### src/rtl/md6_pad_responder.sv
// Mega Drive 6-button pad responder: samples the host TH select line and drives
// the active-low D5..D0 pins from a 12-bit button vector, including 6-button ID phases.
module md6_pad_responder #(
   parameter int TIMEOUT_CYC = 18000
) (
   input  logic        clk_sys,
   input  logic        reset,
   input  logic        th_in,
   input  logic [11:0] btn,
   input  logic        six_btn_en,
   output logic [5:0]  pad_out,
   output logic [2:0]  phase
);

   localparam int TW = $clog2(TIMEOUT_CYC + 1);
   localparam logic [TW-1:0] TIMER_MAX = TW'(TIMEOUT_CYC);

   logic          th_meta_reg;
   logic          th_s_reg;
   logic          th_prev_reg;
   logic [2:0]    cnt_reg;
   logic [2:0]    cnt_next;
   logic [TW-1:0] timer_reg;
   logic [TW-1:0] timer_next;
   logic [5:0]    pad_reg;
   logic [5:0]    pad_next;

   logic th_edge;
   logic th_fall;
   logic timeout_due;

   logic b_up, b_down, b_left, b_right, b_a, b_b, b_c, b_start;
   logic b_z, b_y, b_x, b_mode;

   assign {b_mode, b_x, b_y, b_z, b_start, b_c, b_b, b_a,
           b_right, b_left, b_down, b_up} = btn;

   assign th_edge     = th_s_reg ^ th_prev_reg;
   assign th_fall     = th_prev_reg & ~th_s_reg;
   assign timeout_due = (timer_reg == TIMER_MAX);

   // Synchroniser and edge history; idle level of TH is high.
   always_ff @(posedge clk_sys) begin
      if (reset) begin
         th_meta_reg <= 1'b1;
         th_s_reg    <= 1'b1;
         th_prev_reg <= 1'b1;
      end else begin
         th_meta_reg <= th_in;
         th_s_reg    <= th_meta_reg;
         th_prev_reg <= th_s_reg;
      end
   end

   // A falling edge landing on the timeout cycle starts a fresh sequence at 1.
   always_comb begin
      cnt_next = cnt_reg;
      if (th_fall) begin
         if (timeout_due)
            cnt_next = 3'd1;
         else if (cnt_reg >= 3'd4)
            cnt_next = 3'd4;
         else
            cnt_next = cnt_reg + 3'd1;
      end else if (timeout_due) begin
         cnt_next = 3'd0;
      end
   end

   always_comb begin
      timer_next = timer_reg;
      if (th_edge)
         timer_next = '0;
      else if (!timeout_due)
         timer_next = timer_reg + 1'b1;
   end

   // Row select uses the post-update count so the pins settle 3 cycles after a TH pin edge.
   always_comb begin
      pad_next = ~{b_c, b_b, b_right, b_left, b_down, b_up};
      if (th_s_reg) begin
         if (six_btn_en && cnt_next == 3'd3)
            pad_next = ~{b_c, b_b, b_mode, b_x, b_y, b_z};
      end else begin
         pad_next = {~b_start, ~b_a, 1'b0, 1'b0, ~b_down, ~b_up};
         if (six_btn_en && cnt_next == 3'd3)
            pad_next = {~b_start, ~b_a, 4'b0000};
         else if (six_btn_en && cnt_next == 3'd4)
            pad_next = {~b_start, ~b_a, 4'b1111};
      end
   end

   always_ff @(posedge clk_sys) begin
      if (reset) begin
         cnt_reg   <= 3'd0;
         timer_reg <= '0;
         pad_reg   <= 6'h3F;
      end else begin
         cnt_reg   <= cnt_next;
         timer_reg <= timer_next;
         pad_reg   <= pad_next;
      end
   end

   assign pad_out = pad_reg;
   assign phase   = cnt_reg;

endmodule

### config.mk
export PLATFORM = sky130hd
export DESIGN_NAME = md6_pad_responder
export DESIGN_NICKNAME = d
export VERILOG_FILES = /design/src/rtl/md6_pad_responder.sv
export SDC_FILE = /design/constraint.sdc
export NUM_CORES = 1
export LEC_CHECK = 0
export BUFFER_PORTS_ARGS = -buffer_cell sky130_fd_sc_hd__buf_2
export CAP_MARGIN = 30
export CELL_PAD_IN_SITES_DETAIL_PLACEMENT = 1
export CELL_PAD_IN_SITES_GLOBAL_PLACEMENT = 2
export CORE_UTILIZATION = 35
export CTS_BUF_LIST = sky130_fd_sc_hd__clkbuf_8 sky130_fd_sc_hd__clkbuf_16
export DETAILED_ROUTE_END_ITERATION = 10
export PLACE_DENSITY_LB_ADDON = 0.1
export SKIP_CTS_REPAIR_TIMING = 1
export SLEW_MARGIN = 10
export SYNTH_ARGS = -nofsm -noshare
export SYNTH_HDL_FRONTEND = slang
export SYNTH_SLANG_ARGS = --single-unit
### constraint.sdc
create_clock -name clk_sys -period 6.5 [get_ports clk_sys]
set_clock_uncertainty 0.1 [all_clocks]
set_input_delay 0.65 -clock clk_sys [delete_from_list [all_inputs] [get_ports clk_sys]]
set_output_delay 0.65 -clock clk_sys [all_outputs]
set_load 0.02 [all_outputs]
==> results.txt <==
* Final wirelength: 3.12 mm
- Slew margin rel.: 51.6%
* Routability congestion estimate from global placement: 0.808
* Number of flops mapped to enable cells by yosys: 0
- The signal on the critical path passes through inv_1, ha_1, or4bb_1, or4_1, a41o_1, a311o_1.
- Summed over all nets, the half-perimeter wirelength after detailed placement is 2.35 mm.
* Worst min-delay path category: reg -> reg
* Worst ir drop on vdd: 0.106 mV
- Per report_power, the clock group accounts for 31.2% of the total.
- After detailed routing, the average wire length per cell comes to 14.3 um.
* Aggregate global-route resource usage: 17.4%
* Top library cells by usage in the layout, fill and taps aside: 27 x dfxtp_1, 24 x buf_2, 13 x nor2_1
- Number of warnings reported in the yosys synthesis log: 0
* Area growth syn-to-layout: 14.1%
- Die footprint: 0.00409 mm^2
- Entering global routing, the biggest net connects 17 pins.
- Primary FF master, synth: dfxtp_1
* Die height: 64.0 um
- Cell Area, Synth: 0.00134 mm^2
* Total inserted antenna cells: 0
- For this run, the detailed router's first-pass iteration total came to 4.
- After floorplanning, the core was sized to cover 0.00366 mm^2.
* Slew of the pin with the lowest slew margin: 0.720 ns
- For this block, the initial DRC count from the detailed router was 34.
* Total internal power: 0.000227 W
- The first global-routing pass estimated 5.48 mm of wire.
- The tightest hold path in the finished design has a slack of 0.324 ns.
- Max Clk Rate: 381 MHz
- Run status: finished, final reports clean
- The worst path uses 40.3% of the clock period.
- After layout, the worst setup slack is 3.88 ns.
- On the worst path, the slowest cell contributes a delay of 0.67 ns.
* Quantity of I/O buffers inserted on ports: 24
- In this run the power spent charging and discharging nets is 0.0000720 W.
* Number of placed I/O pins: 25
- Number of placement rows: 22
* Core utilization of the finished layout: 41.9%
* Final setup violation count: 0
* Most common library cell in the layout ignoring fill and taps: dfxtp_1
- Power per cell area: 195 mW/mm^2
- The analysis attributes to cell leakage a power of 0.599 nW.
* Number of distinct library cells after synthesis: 44
- Of the synthesized area, sequential elements account for 40.2%.
* TritonCTS clock tree: yes
- The detail route stage leaves a number of antenna-violating nets equal to 0.
- Global routing finished with a remaining overflow of 0.
* Multi-input gate area: 724 um^2
- Counting every instance in the synthesized netlist gives 149.
* Mapped Nets: 170
- Averaged over all synthesized cells, the footprint is 9.02 um^2.
* Setup TNS: 0 ns
- The most critical setup path has its startpoint at timer_reg[0]$_SDFFE_PP0N_.
- Clk root buf: clkbuf_8
- Initial Util: 36.7%
- The clock drives 27 sinks.
* Layout cells sized above 1: 22.9%
- Drc violations: 0
- The initial antenna violation count was 0.
- No sink is reached through more buffers than the 2 on the longest clock path.
- Pwr Total: 0.000298 W
* Seq cells post-synth: 27
- The worst setup path is launched from a flop.
* Final min period: 2.62 ns
* Proportion of netlist area held by the largest area contributor: 40.2%
* Number of levels the H-tree was split into: 1
- The max-slew violation count came to 0.
- MaxCap Viol Count: 0
- Nets: 192
* Worst setup EP type: flop
* Vias/cell: 5.22
- Async set-reset flop share out of synthesis: 0%
- Across the whole layout, storage elements account for 541 um^2.
- Via count of the first global-routing pass: 1119
* Type of the worst setup path: reg -> reg
- Counting the buffers created by CTS gives 3.
- Net switching is 24.1% of the power.
- Largest register FFs: 15
* Critical path fanouts, max: 8
- Launch point of the worst reg-to-reg path: timer_reg[0]$_SDFFE_PP0N_
* Most area-consuming cells after synthesis: dfxtp_1 40%, ha_1 4.7%, xor2_1 3.9%
- The largest total area in the synthesized netlist belongs to dfxtp_1.
- Filler Cell Count: 451
- The count of endpoints failing hold in the final timing report was 0.
* RSZ-0062 raised after global routing: no
- Cell with the largest stage delay on the worst path: or4_1
- Data arrives at the worst endpoint at 2.68 ns.
- Latest clock arrival within the worst-skew pair: 0.27 ns
- CTS clk-pin slew, worst paths: 0.09 ns
- Endpoint required time on the critical path: 6.56 ns
- OpenSTA, run right after detailed placement, puts the worst setup slack at 3.89 ns.
* Overall via count from detail_route: 1139
- The floorplan step set the die width to 64.0 um.
- Combinational share of power: 10.3%
* Hold_sp: th_meta_reg$_SDFF_PP1_
- Registers are responsible for 58.6% of the overall power.
## layer usage
layer / part of all wire, % / track usage, %
met4: 0.70 / 4.26
met5: 0 / 0
met2: 48 / 27.8
met1: 47 / 23.0
met3: 3.9 / 4.64
## synthesized netlist by cell type (3+ instances only)
cell type,count
nor2_1,13
xor2_1,6
dfxtp_1,27
o21ai_0,4
inv_1,11
ha_1,5
nand3_1,5
nand4_1,7
or3_1,4
a311o_1,3
a21oi_1,8
nor3_1,3
xnor2_1,4
clkbuf_1,5
or2_2,5
nand2_1,5
## worst paths after layout
kind | slack, ns | cells past startpoint | end
worst min register to register | 0.32 | 1 | th_s_reg$_SDFF_PP1_
worst max-delay path | 3.88 | 6 | pad_out[2]$_SDFF_PP1_
worst min-delay path | 0.32 | 1 | th_s_reg$_SDFF_PP1_
worst max register to register | 3.88 | 6 | pad_out[2]$_SDFF_PP1_
## per-stage QoR
step	std cells	cell area (um^2)
floorplan	149	1340
global placement	214	1490
detailed placement	214	1490
CTS	218	1530
global route	218	1530
finish	218	1530
## area by class of cell
type	instances	share of cell area, %
inverters	11	2.69
multi-input cells	104	47.3
repair buffers	24	7.84
clock buffers	3	2.69
well taps	48	3.92
clock inverters	1	0.327
flip-flops and latches	27	35.3
## worst max-delay path: cells and delay by family (launching register included)
| family | cells | cell delay (ns) |
|---|---|---|
| buf+inv | 1 | 0.11 |
| compound gates | 2 | 0.60 |
| flops | 1 | 0.36 |
| fa+ha+maj | 1 | 0.16 |
| simple gates | 2 | 1.18 |
## power groups by stage
stage                     clock [W]  combinational [W]  sequential [W]
after floorplan                   0          0.0000168        0.000181
after global placement            0          0.0000298        0.000178
after detailed placement          0          0.0000311        0.000179
after CTS                 0.0000978          0.0000314        0.000175
after global routing       0.000105          0.0000343        0.000176
final                     0.0000930          0.0000307        0.000175
## logic make-up (layout without fill, tap and decap cells)
logic type | after synthesis | after routing | share of synthesized area, %
AOI/OAI and AO/OA | 25 | 25 | 13.0
adders and majority gates | 5 | 5 | 4.66
muxes | 3 | 3 | 2.33
DFF | 27 | 27 | 40.2
and+or+nand+nor | 61 | 61 | 27.4
xor gates and xnor gates | 10 | 10 | 6.52
buffers and inverters | 18 | 39 | 5.87
No activity file was read; power rests on OpenSTA's default activity.
